File: src/rtl/alu_pipe_pkg.sv
// Shared definitions for the pipelined ALU: opcode encodings and flag bit positions.
package alu_pipe_pkg;

  localparam int unsigned OP_W = 3;

  localparam logic [OP_W-1:0] OP_ADD = 3'd0;
  localparam logic [OP_W-1:0] OP_SUB = 3'd1;
  localparam logic [OP_W-1:0] OP_AND = 3'd2;
  localparam logic [OP_W-1:0] OP_GTU = 3'd3;
  localparam logic [OP_W-1:0] OP_OR  = 3'd4;
  localparam logic [OP_W-1:0] OP_XOR = 3'd5;
  localparam logic [OP_W-1:0] OP_SHL = 3'd6;
  localparam logic [OP_W-1:0] OP_SHR = 3'd7;

  localparam int unsigned FLAG_C = 0;
  localparam int unsigned FLAG_Z = 1;
  localparam int unsigned FLAG_N = 2;
  localparam int unsigned FLAG_V = 3;

endpackage

File: src/rtl/alu_pipe_core.sv
// Combinational ALU datapath: (op, a, b) -> (result, {V,N,Z,C}).
module alu_pipe_core
  import alu_pipe_pkg::*;
#(
  parameter int unsigned WIDTH = 8
) (
  input  logic [OP_W-1:0]  op,
  input  logic [WIDTH-1:0] a,
  input  logic [WIDTH-1:0] b,
  output logic [WIDTH-1:0] result,
  output logic [3:0]       flags
);

  localparam int unsigned     SH_W   = $clog2(WIDTH);
  localparam logic [SH_W-1:0] SH_MAX = SH_W'(WIDTH - 1);

  logic [WIDTH:0]  sum;
  logic [WIDTH:0]  diff;
  logic [SH_W-1:0] sh_amt;
  logic            sh_oor;
  logic            carry;
  logic            ovf;

  always_comb begin
    sum    = {1'b0, a} + {1'b0, b};
    diff   = {1'b0, a} - {1'b0, b};
    sh_amt = b[SH_W-1:0];
    // Any set bit above the shift field, or a field value past WIDTH-1, clears the result.
    sh_oor = (|(b >> SH_W)) || (sh_amt > SH_MAX);
    result = '0;
    carry  = 1'b0;
    ovf    = 1'b0;
    case (op)
      OP_ADD: begin
        result = sum[WIDTH-1:0];
        carry  = sum[WIDTH];
        ovf    = (a[WIDTH-1] == b[WIDTH-1]) && (result[WIDTH-1] != a[WIDTH-1]);
      end
      OP_SUB: begin
        result = diff[WIDTH-1:0];
        carry  = diff[WIDTH];
        ovf    = (a[WIDTH-1] != b[WIDTH-1]) && (result[WIDTH-1] != a[WIDTH-1]);
      end
      OP_AND: result = a & b;
      OP_GTU: result = {{(WIDTH-1){1'b0}}, (a > b)};
      OP_OR:  result = a | b;
      OP_XOR: result = a ^ b;
      OP_SHL: result = sh_oor ? '0 : (a << sh_amt);
      OP_SHR: result = sh_oor ? '0 : (a >> sh_amt);
    endcase
    flags         = '0;
    flags[FLAG_C] = carry;
    flags[FLAG_Z] = ~|result;
    flags[FLAG_N] = result[WIDTH-1];
    flags[FLAG_V] = ovf;
  end

endmodule

File: src/rtl/alu_pipe.sv
// Two-stage valid/ready ALU pipeline with full backpressure.
// Optional accumulator mode under ALU_PIPE_ACC_EN; power pins under USE_POWER_PINS.
module alu_pipe
  import alu_pipe_pkg::*;
#(
  parameter int unsigned WIDTH = 8
) (
`ifdef USE_POWER_PINS
  inout  wire              vccd1,
  inout  wire              vssd1,
`endif
  input  logic             wb_clk_i,
  input  logic             wb_rst_i,
  input  logic             in_valid,
  output logic             in_ready,
  input  logic [OP_W-1:0]  in_op,
  input  logic [WIDTH-1:0] in_a,
  input  logic [WIDTH-1:0] in_b,
`ifdef ALU_PIPE_ACC_EN
  input  logic             in_acc,
`endif
  output logic             out_valid,
  input  logic             out_ready,
  output logic [WIDTH-1:0] out_data,
  output logic [3:0]       out_flags
);

  logic             s1_valid_q, s1_valid_d;
  logic [OP_W-1:0]  s1_op_q, s1_op_d;
  logic [WIDTH-1:0] s1_a_q, s1_a_d;
  logic [WIDTH-1:0] s1_b_q, s1_b_d;
  logic             s2_valid_q, s2_valid_d;
  logic [WIDTH-1:0] s2_data_q, s2_data_d;
  logic [3:0]       s2_flags_q, s2_flags_d;

  logic             s2_adv;
  logic             in_fire;
  logic             out_fire;
  logic [WIDTH-1:0] op_a;
  logic [WIDTH-1:0] alu_res;
  logic [3:0]       alu_flags;

`ifdef ALU_PIPE_ACC_EN
  logic             s1_acc_q, s1_acc_d;
  logic [WIDTH-1:0] acc_q, acc_d;
`endif

  always_comb begin
    s2_adv   = s1_valid_q & (~s2_valid_q | out_ready);
    in_ready = ~s1_valid_q | s2_adv;
    in_fire  = in_valid & in_ready;
    out_fire = s2_valid_q & out_ready;
  end

`ifdef ALU_PIPE_ACC_EN
  always_comb op_a = s1_acc_q ? acc_q : s1_a_q;
`else
  always_comb op_a = s1_a_q;
`endif

  alu_pipe_core #(.WIDTH(WIDTH)) u_core (
    .op     (s1_op_q),
    .a      (op_a),
    .b      (s1_b_q),
    .result (alu_res),
    .flags  (alu_flags)
  );

  always_comb begin
    s1_valid_d = s1_valid_q;
    s1_op_d    = s1_op_q;
    s1_a_d     = s1_a_q;
    s1_b_d     = s1_b_q;
    if (in_fire) begin
      s1_valid_d = 1'b1;
      s1_op_d    = in_op;
      s1_a_d     = in_a;
      s1_b_d     = in_b;
    end else if (s2_adv) begin
      s1_valid_d = 1'b0;
    end

    s2_valid_d = s2_valid_q;
    s2_data_d  = s2_data_q;
    s2_flags_d = s2_flags_q;
    if (s2_adv) begin
      s2_valid_d = 1'b1;
      s2_data_d  = alu_res;
      s2_flags_d = alu_flags;
    end else if (out_fire) begin
      s2_valid_d = 1'b0;
    end
  end

`ifdef ALU_PIPE_ACC_EN
  // Accumulator updates on the same edge the acc beat leaves S1, so the next acc beat sees it.
  always_comb begin
    s1_acc_d = in_fire ? in_acc : s1_acc_q;
    acc_d    = (s2_adv && s1_acc_q) ? alu_res : acc_q;
  end

  always_ff @(posedge wb_clk_i) begin
    if (wb_rst_i) begin
      s1_acc_q <= 1'b0;
      acc_q    <= '0;
    end else begin
      s1_acc_q <= s1_acc_d;
      acc_q    <= acc_d;
    end
  end
`endif

  always_ff @(posedge wb_clk_i) begin
    if (wb_rst_i) begin
      s1_valid_q <= 1'b0;
      s1_op_q    <= '0;
      s1_a_q     <= '0;
      s1_b_q     <= '0;
      s2_valid_q <= 1'b0;
      s2_data_q  <= '0;
      s2_flags_q <= '0;
    end else begin
      s1_valid_q <= s1_valid_d;
      s1_op_q    <= s1_op_d;
      s1_a_q     <= s1_a_d;
      s1_b_q     <= s1_b_d;
      s2_valid_q <= s2_valid_d;
      s2_data_q  <= s2_data_d;
      s2_flags_q <= s2_flags_d;
    end
  end

  always_comb begin
    out_valid = s2_valid_q;
    out_data  = s2_data_q;
    out_flags = s2_flags_q;
  end

endmodule

File: config.mk
export PLATFORM = sky130hd
export DESIGN_NAME = alu_pipe
export DESIGN_NICKNAME = d
export VERILOG_FILES = /design/src/rtl/alu_pipe_pkg.sv /design/src/rtl/alu_pipe_core.sv /design/src/rtl/alu_pipe.sv
export SDC_FILE = /design/constraint.sdc
export NUM_CORES = 1
export LEC_CHECK = 0
export ABC_CLOCK_PERIOD_IN_PS = 2600
export BUFFER_PORTS_ARGS = -buffer_cell sky130_fd_sc_hd__buf_2
export CORE_MARGIN = 3
export CORE_UTILIZATION = 50
export CTS_BUF_LIST = sky130_fd_sc_hd__clkbuf_8
export CTS_CLUSTER_DIAMETER = 80
export CTS_CLUSTER_SIZE = 30
export DETAILED_ROUTE_END_ITERATION = 10
export GPL_ROUTABILITY_DRIVEN = 1
export PLACE_DENSITY_LB_ADDON = 0.08
export RECOVER_POWER = 50
export SKIP_LAST_GASP = 1
export SYNTH_ARGS = -nofsm -noshare
export SYNTH_HDL_FRONTEND = slang
export SYNTH_SLANG_ARGS = --single-unit
File: constraint.sdc
create_clock -name wb_clk_i -period 2.6 [get_ports wb_clk_i]
set_input_delay 0.13 -clock wb_clk_i [delete_from_list [all_inputs] [get_ports wb_clk_i]]
set_output_delay 0.13 -clock wb_clk_i [all_outputs]
set_load 0.05 [all_outputs]
==> results.tsv, run 1 <==
metric	value	unit
grt_antenna_before_repair	0	
avgSynthCellArea	7.32	µm²
synth_warnings	0	
grt_overflow	0	
drc	0	
synth-xor-area-share	0.0176	
ys_seq_elements	32	
drv_slew	0	
hold_violations	0	
ant_nets	0	
period_minus_slack	2.53	ns
synth_cells	407	
vias	3187	
worstPathRequired	2.81	ns
status	finished, final reports clean	
crit_fanout	4	
clock-root-buffer	clkbuf_8	
peakVddDrop	415	µV
synth_top_cell_by_area	dfxtp_1	
fin_skew	0.00754	ns
synthSimpleGateAreaFrac	0.249	
cp-start-kind	flop	
numCtsBuffers	5	
htree_levels	2	
grt_max_degree	35	
arrival	2.74	ns
worstMarginPinSlew	0.723	ns
critical-path-top-delay-family	compound AO/OA/AOI/OAI gates	
crit_top_cell	o31ai_2	
floorplan.initialDensity	0.528	
finalPower	1520	µW
ys.flop_type	dfxtp_1	
routabilityCongestion	0.970	
synth_top_family_by_area	compound AO/OA/AOI/OAI gates	
clkTransAtPathRegs	0.08	ns
synth_compound_area_frac	0.265	
die_h	83.2	µm
finalInstanceArea	0.00347	mm²
core_area	0.00564	mm²
nNetsFinal	505	
p_leak	0.00139	µW
timing.fmax	0.396	GHz
antenna_cells	0	
place_area	0.00337	mm²
crit_path_cell_trace	inv_1 -> ha_1 -> o21ba_2 -> nor4_2 -> o31ai_2 -> mux2i_1 -> o32a_1 -> nand2b_1 -> o31ai_2	
fillers	566	
synth_edf_count	0	
cts_resized	0	
netlist.area_leader.share	0.215	
cp-end-kind	flop	
criticalPathCategory	flop to flop	
cts_tree	done	
grt_use_total	0.266	
hold_buffers	0	
fp-row-count	27	
synth_nets	457	
finalSetupViolCount	0	
drt-total-wl	9270	µm
grt_pass1_wl	14900	µm
portBuffers	36	
finalCritPeriodShare	0.972	
vias_per_cell	6.04	
dp_hpwl	7190	µm
relSlewSlack	0.505	
cts_num_sinks	32	
areaGrowthSynthToFinish	16.4	%
dieArea	0.00692	mm²
ios	37	
crit_path_max_incr_delay	0.41	ns
first_iter_violations	237	
synth.area.mux_share	0.0554	
routedWlPerCell	17.6	µm
hold_class	input pin to flop	
slowest_stage	dfxtp_1	
synth-seq-area-share	0.215	
grt_pass1_vias	2922	
first_pass_iters	5	
async_flop_share	0	
drive_gt1_frac	0.184	
synth_area	0.00298	mm²
synth.distinct_cells	68	
critPathBufInv	1	
die_w	83.2	µm
powerDensity	438	mW/mm²
cap_violations	0	
postCtsSetupRepairBufs	0	
cts.path.max_buffers	2	
synthTopCellsByArea	dfxtp_1 22%, ha_1 10%, nand2_1 8.4%, a21oi_1 6.7%, nor2_1 3.9%	
synth_fa_ha_area_frac	0.118	
insertion_delay	0.30	ns
[Yosys cell counts, types with 2 or more instances]
cell type  instances
dfxtp_1           32
mux2i_1            6
clkbuf_1          15
nand4b_1           2
a31oi_1            5
o32ai_1            2
xor2_1             3
a211oi_1           9
and2_1             3
o21ai_0           13
nor4_1             4
o2111ai_1          3
nand3b_1           2
o21a_1             4
inv_1             28
a22oi_1            2
mux4_2             3
a22o_1             2
a21oi_1           40
o31ai_2            2
ha_1              25
o22ai_1            4
and3_1             3
buf_6              2
nand2_1           67
nor3_1             5
nand2b_1           8
buf_1              3
or3_1              5
nand3_1           11
nor2_1            31
xnor2_1            3
o32a_1             2
nor2b_1            9
fa_1               2
nand4_1            3
o211ai_1           4
buf_2              6
a2111oi_0          3
or2_2              3
[layout make-up]
type	count	area, µm²	area share
clock buffer	5	68.8	0.0198
clock inverter	3	18.8	0.00541
inverter	29	109	0.0314
multi-input combinational	319	2140	0.617
sequential	32	641	0.185
tap	72	90.1	0.0260
timing repair buffer	68	403	0.116
[cells by family after synthesis]
group / count (synthesis)
AND/OR/NAND/NOR: 159
AO/OA/AOI/OAI: 116
buffers and inverters: 56
flip-flops: 32
adder cells (fa/ha/maj): 27
multiplexers: 11
XOR/XNOR: 6
[registers in the layout (all words and copies together) (netlist names)]
| signal | flops |
|---|---|
| s1_b_q | 8 |
| s1_valid_q | 1 |
| out_flags | 4 |
| out_valid | 1 |
| out_data | 7 |
| s1_op_q | 3 |
| op_a | 8 |
[placed cells by master, fill, tap and decap left out, drive strengths merged, types with 5 or more instances in the layout]
cell type,instances
a211oi,10
a21oi,40
a31oi,5
buf,54
clkbuf,19
dfxtp,32
ha,25
inv,29
mux2i,6
nand2,67
nand2b,8
nand3,11
nor2,31
nor2b,9
nor3,5
o21ai,14
or3,5
[metal layers]
layer  share of wire  up-vias  track usage
met2            0.45      156        0.411
li1                -     1546            -
met4           0.014        0       0.0773
met5               0        -            0
met3           0.076       13       0.0456
met1            0.46     1472        0.379
[worst min-delay path, stage by stage]
cell,delay [ns]
buf_2,0.09
nand2_1,0.04
a21oi_1,0.05
[per-stage QoR]
step	setup TNS (ns)	hold slack, ns	utilization	setup WS, ns	std cells
2_1_floorplan	0	0.247	-	0.0992	407
3_5_place_dp	0	0.377	0.597	0.0796	520
4_1_cts	0	0.0628	0.613	0.0472	528
5_1_grt	-0.000375	0.0618	0.615	-0.000375	528
3_3_place_gp	0	0.368	0.597	0.114	520
6_report	0	0.0631	0.615	0.0722	528
[final timing paths]
check / start / to / slack (ns) / cells after the start
max reg2reg: op_a[1]$_SDFFE_PP0P_ / out_flags[1]$_SDFFE_PP0P_ / 0.07 / 9
max: op_a[1]$_SDFFE_PP0P_ / out_flags[1]$_SDFFE_PP0P_ / 0.07 / 9
min: in_b[7] / s1_b_q[7]$_SDFFE_PP0P_ / 0.06 / 3
min reg2reg: out_flags[3]$_SDFFE_PP0P_ / out_flags[3]$_SDFFE_PP0P_ / 0.46 / 2
[where the power goes]
| group | leakage, µW | internal (µW) | switching [µW] |
|---|---|---|---|
| Sequential | 0.000263 | 519 | 20.2 |
| Combinational | 0.00108 | 227 | 360 |
| Clock | 0.0000479 | 186 | 207 |
No activity file was read; power rests on OpenSTA's default activity.
==> run 2, diff against run 1 <==
--- a/config.mk
+++ b/config.mk
@@ -16,6 +16,7 @@
 export GPL_ROUTABILITY_DRIVEN = 1
 export PLACE_DENSITY_LB_ADDON = 0.08
 export RECOVER_POWER = 50
+export SETUP_SLACK_MARGIN = 0.4
 export SKIP_LAST_GASP = 1
 export SYNTH_ARGS = -nofsm -noshare
 export SYNTH_HDL_FRONTEND = slang
==> results.tsv, run 2 (synthesis gave the netlist of run 1 again) <==
metric	value	unit	change
status	finished, final reports clean		
finalSetupViolCount	0		unchanged
clkTransAtPathRegs	0.07	ns	about the same
worstMarginPinSlew	0.678	ns	-0.0457 ns
cts_tree	done		
crit_fanout	5		+1
cp-end-kind	flop		
fp-row-count	27		unchanged
hold_violations	0		unchanged
p_leak	0.00155	µW	+11%
routabilityCongestion	0.964		-0.64%
slowest_stage	dfxtp_4		
grt_pass1_vias	3021		+3.4%
hold_class	input pin to flop		
floorplan.initialDensity	0.528		unchanged
grt_overflow	0		unchanged
reg2reg_slack	0.18	ns	+0.11 ns
first_iter_violations	323		+36%
hold_depth	3		unchanged
period_minus_slack	2.42	ns	-0.111 ns
routedWlPerCell	18.0	µm	+2.3%
critPathBufInv	2		+1
dieArea	0.00692	mm²	unchanged
vias_per_cell	6.14		+1.7%
powerDensity	454	mW/mm²	+3.6%
r2r-end	out_flags[1]$_SDFFE_PP0P_		
antenna_cells	0		unchanged
dp_hpwl	6990	µm	-2.9%
clock-root-buffer	clkbuf_8		
cap_violations	0		unchanged
met3_length	961	µm	+36%
grt_use_total	0.274		+0.00829
m1WireLength	4210	µm	-2.1%
finalPower	1790	µW	+18%
ant_nets	0		unchanged
grt_antenna_before_repair	0		unchanged
portBuffers	36		unchanged
areaGrowthSynthToFinish	32.1	%	
drive_gt1_frac	0.292		+0.108
core_area	0.00564	mm²	unchanged
setup_ws	0.183	ns	+0.111 ns
worstRegToRegCells	10		+1
insertion_delay	0.29	ns	about the same
place_ws	-0.00113	ns	-0.0807 ns
peakVddDrop	339	µV	-18%
drt-total-wl	9720	µm	+4.8%
wl_met2	4210	µm	+1.8%
hp-start	in_b[7]		
place_area	0.00337	mm²	about the same
grt_max_degree	35		unchanged
r2r-start	s1_b_q[1]$_SDFFE_PP0P_		
stdcell_count	541		+2.5%
criticalPathCategory	flop to flop		
timing.fmax	0.414	GHz	+4.6%
numCtsBuffers	5		unchanged
crit_path_cell_trace	clkinvlp_4 -> ha_4 -> buf_4 -> a21oi_1 -> o2111ai_1 -> o211ai_1 -> xnor2_1 -> o32a_1 -> nand2b_4 -> o31ai_4		
fin_skew	0.00632	ns	-0.00123 ns
crit_path_max_incr_delay	0.36	ns	-0.05 ns
first_pass_iters	5		unchanged
hold_ws	0.0721	ns	+0.00908 ns
relSlewSlack	0.548		+0.0430
die_w	83.2	µm	unchanged
finalCritPeriodShare	0.930		-0.0427
drv_slew	0		unchanged
vias	3320		+4.2%
final_common_cell	nand2_1		
cts.path.max_buffers	2		unchanged
critical-path-top-delay-family	compound AO/OA/AOI/OAI gates		
cp-start-kind	flop		
nNetsFinal	518		+2.6%
drc	0		unchanged
final_cell_mix	66 x nand2_1, 41 x buf_4, 37 x a21oi_1		
finalInstanceArea	0.00394	mm²	+13%
dp.cells	515		-0.96%
min_to	s1_b_q[7]$_SDFFE_PP0P_		
dr.max_layer_used	met4		
cts_num_sinks	32		unchanged
rsz0062_at_grt	yes		
arrival	2.63	ns	-0.11 ns
worstPathRequired	2.82	ns	about the same
ios	37		unchanged
htree_levels	2		unchanged
die_h	83.2	µm	unchanged
grt_pass1_wl	15600	µm	+4.2%
run 2: cell type report:
cell class	count	area [µm²]
clock buffer	7	96.3
clock inverter	1	30.0
fill	460	1710
inverter	29	115
multi-input combinational	319	2400
sequential	32	654
tap	72	90.1
timing repair buffer	81	546
run 2: per-stage QoR:
step,TNS [ns],utilization
2_1_floorplan,0,-
3_3_place_gp,0,0.597
3_5_place_dp,-0.00113,0.597
4_1_cts,0,0.660
5_1_grt,0,0.698
6_report,0,0.698
run 2: worst reg2reg max path, stage by stage, from the launching register on:
cell and delay, ns:
dfxtp_4 0.36, clkinvlp_4 0.17, ha_4 0.27, buf_4 0.14
a21oi_1 0.29, o2111ai_1 0.20, o211ai_1 0.21, xnor2_1 0.11
o32a_1 0.21, nand2b_4 0.16, o31ai_4 0.22
run 2: how the worst max path moves through the flow:
stage,startpoint,endpoint,cells after the start
2_1_floorplan,s1_b_q[2]$_SDFFE_PP0P_,out_flags[1]$_SDFFE_PP0P_,10
3_5_place_dp,s1_b_q[0]$_SDFFE_PP0P_,out_data[6]$_SDFFE_PP0P_,10
5_1_grt,s1_b_q[1]$_SDFFE_PP0P_,out_flags[1]$_SDFFE_PP0P_,10
4_1_cts,op_a[0]$_SDFFE_PP0P_,out_flags[1]$_SDFFE_PP0P_,11
3_3_place_gp,s1_b_q[1]$_SDFFE_PP0P_,out_flags[1]$_SDFFE_PP0P_,9
6_report,s1_b_q[1]$_SDFFE_PP0P_,out_flags[1]$_SDFFE_PP0P_,10
run 2: what timing repair did:
item | in CTS | in global routing
hold buffers | 0 | 0
gates resized for setup | 28 | 38
buffers inserted | 10 | 7
gates cloned | 1 | 0
setup endpoints to repair | 9 | 10
pin swaps | 13 | 25
run 2: where the power goes:
part	internal, µW	switching [µW]
Clock	338	198
Sequential	518	21.7
Combinational	298	414
run 2: per-layer routing:
metal  track usage  up-vias
met5             0        -
met4        0.0921        0
met3        0.0655       29
met2         0.410      213
met1         0.386     1513
li1              -     1565
==> run 3, diff against run 2 <==
--- a/config.mk
+++ b/config.mk
@@ -5,18 +5,17 @@
 export SDC_FILE = /design/constraint.sdc
 export NUM_CORES = 1
 export LEC_CHECK = 0
-export ABC_CLOCK_PERIOD_IN_PS = 2600
+export ABC_CLOCK_PERIOD_IN_PS = 3100
 export BUFFER_PORTS_ARGS = -buffer_cell sky130_fd_sc_hd__buf_2
 export CORE_MARGIN = 3
 export CORE_UTILIZATION = 50
-export CTS_BUF_LIST = sky130_fd_sc_hd__clkbuf_8
 export CTS_CLUSTER_DIAMETER = 80
 export CTS_CLUSTER_SIZE = 30
 export DETAILED_ROUTE_END_ITERATION = 10
 export GPL_ROUTABILITY_DRIVEN = 1
 export PLACE_DENSITY_LB_ADDON = 0.08
 export RECOVER_POWER = 50
-export SETUP_SLACK_MARGIN = 0.4
+export SETUP_SLACK_MARGIN = 0.2
 export SKIP_LAST_GASP = 1
 export SYNTH_ARGS = -nofsm -noshare
 export SYNTH_HDL_FRONTEND = slang
==> constraint.sdc (replaced) <==
create_clock -name wb_clk_i -period 3.1 [get_ports wb_clk_i]
set_input_delay 0.155 -clock wb_clk_i [delete_from_list [all_inputs] [get_ports wb_clk_i]]
set_output_delay 0.155 -clock wb_clk_i [all_outputs]
set_load 0.05 [all_outputs]
==> results.tsv, run 3 (synthesis gave the netlist of run 1 again) <==
metric	value	unit	change
status	finished, final reports clean		
clock-root-buffer	clkbuf_8		
fillers	538		+17%
cts.path.max_buffers	2		unchanged
grt_pass1_vias	2927		-3.1%
hold_depth	3		unchanged
r2r-start	s1_b_q[1]$_SDFFE_PP0P_		
fin_tns_setup	0	ns	unchanged
insertion_delay	0.29	ns	about the same
floorplan.initialDensity	0.528		unchanged
ios	37		unchanged
first_iter_violations	279		-14%
cap_violations	0		unchanged
numCtsBuffers	5		unchanged
timing.fmax	0.368	GHz	-11%
grt_use_total	0.255		-0.0191
grt_antenna_before_repair	0		unchanged
drv_slew	0		unchanged
dp_hpwl	6770	µm	-3.1%
clkTransAtPathRegs	0.07	ns	about the same
fin_skew	0.00512	ns	-0.00120 ns
relSlewSlack	0.433		-0.115
seq_power_share	0.351		+0.049
drt-total-wl	8740	µm	-10%
hold_buffers	0		unchanged
hold_ws	0.101	ns	+0.0293 ns
htree_levels	2		unchanged
dieArea	0.00692	mm²	unchanged
crit_fanout	8		+3
nNetsFinal	491		-5.2%
criticalPathCategory	flop to flop		
powerDensity	388	mW/mm²	-15%
p_leak	0.00133	µW	-14%
worstRegToRegCells	9		-1
vias_per_cell	6.16		+0.37%
grt_max_degree	35		unchanged
core_area	0.00564	mm²	unchanged
fp-row-count	27		unchanged
power_frac_clock	0.304		+0.004
p_sw	460	µW	-27%
die_w	83.2	µm	unchanged
hold_violations	0		unchanged
hold_class	input pin to flop		
rsz0062_at_grt	no		
ant_nets	0		unchanged
peakVddDrop	276	µV	-18%
finalCritPeriodShare	0.876		-0.0538
cts_num_sinks	32		unchanged
routabilityCongestion	1.02		+5.6%
portBuffers	36		unchanged
worstPathRequired	3.31	ns	+0.49 ns
areaGrowthSynthToFinish	12.6	%	
die_h	83.2	µm	unchanged
grt_overflow	0		unchanged
final_cell_mix	67 x nand2_1, 40 x a21oi_1, 32 x dfxtp_1		
first_pass_iters	5		unchanged
cp-startpoint	s1_b_q[1]$_SDFFE_PP0P_		
finalSetupViolCount	0		unchanged
internal_power	841	µW	-27%
vias	3166		-4.6%
routedWlPerCell	17.0	µm	-5.4%
cp-start-kind	flop		
drive_gt1_frac	0.140		-0.152
grt_pass1_wl	14500	µm	-7.0%
drc	0		unchanged
worstMarginPinSlew	0.828	ns	+0.151 ns
finalPower	1300	µW	-27%
cts_tree	done		
p_sw_frac	0.354		-0.000709
cp-end-kind	flop		
antenna_cells	0		unchanged
hp-start	in_a[3]		
combPwrFrac	0.345		-0.053
arrival	2.92	ns	+0.29 ns
period_minus_slack	2.71	ns	+0.298 ns
final_common_cell	nand2_1		
run 3: stage by stage:
| stage | utilization | instance area, µm² | worst slack (ns) | std cells |
|---|---|---|---|---|
| 2_1_floorplan | - | 2980 | 0.478 | 407 |
| 3_3_place_gp | 0.577 | 3260 | 0.448 | 506 |
| 3_5_place_dp | 0.577 | 3260 | 0.398 | 506 |
| 4_1_cts | 0.596 | 3360 | 0.388 | 514 |
| 5_1_grt | 0.594 | 3350 | 0.267 | 514 |
| 6_report | 0.594 | 3350 | 0.385 | 514 |
run 3: path summary, 6_finish.rpt:
| check | to | slack, ns |
|---|---|---|
| setup / recovery | out_flags[1]$_SDFFE_PP0P_ | 0.39 |
| hold / removal | op_a[3]$_SDFFE_PP0P_ | 0.10 |
| hold reg to reg | out_data[4]$_SDFFE_PP0P_ | 0.46 |
| setup reg to reg | out_flags[1]$_SDFFE_PP0P_ | 0.39 |
run 3: timing repair:
item	CTS	global route
setup buffers	0	0
resized for setup	0	1
setup endpoints to repair	0	1
run 3: final cells by class:
class | instances | area [µm²] | share of cell area
tap | 72 | 90.1 | 0.0269
multi-input combinational | 319 | 2110 | 0.629
clock inverter | 2 | 35.0 | 0.0104
timing repair buffer | 54 | 298 | 0.0888
sequential | 32 | 641 | 0.191
inverter | 29 | 109 | 0.0325
clock buffer | 6 | 72.6 | 0.0216
run 3: critical path: stages, from the launching register on:
cell and delay (ns):
dfxtp_1 0.32, inv_1 0.27, ha_1 0.34, o21ba_2 0.23
nor4_1 0.50, o31ai_2 0.19, mux2i_1 0.15, o32a_1 0.32
nand2b_1 0.16, o31ai_2 0.16
run 3: routing by layer:
metal,GRT usage,up-vias,part of all wire
li1,-,1513,-
met1,0.350,1458,0.44
met2,0.384,169,0.45
met3,0.0506,26,0.085
met4,0.117,0,0.033
met5,0,-,0
run 3: power groups by stage:
| stage | Combinational (µW) | Clock, µW | Sequential (µW) |
|---|---|---|---|
| after floorplan | 291 | 0 | 499 |
| after global placement | 442 | 0 | 465 |
| after detailed placement | 442 | 0 | 466 |
| after CTS | 444 | 403 | 457 |
| after global routing | 491 | 424 | 462 |
| final | 448 | 396 | 457 |
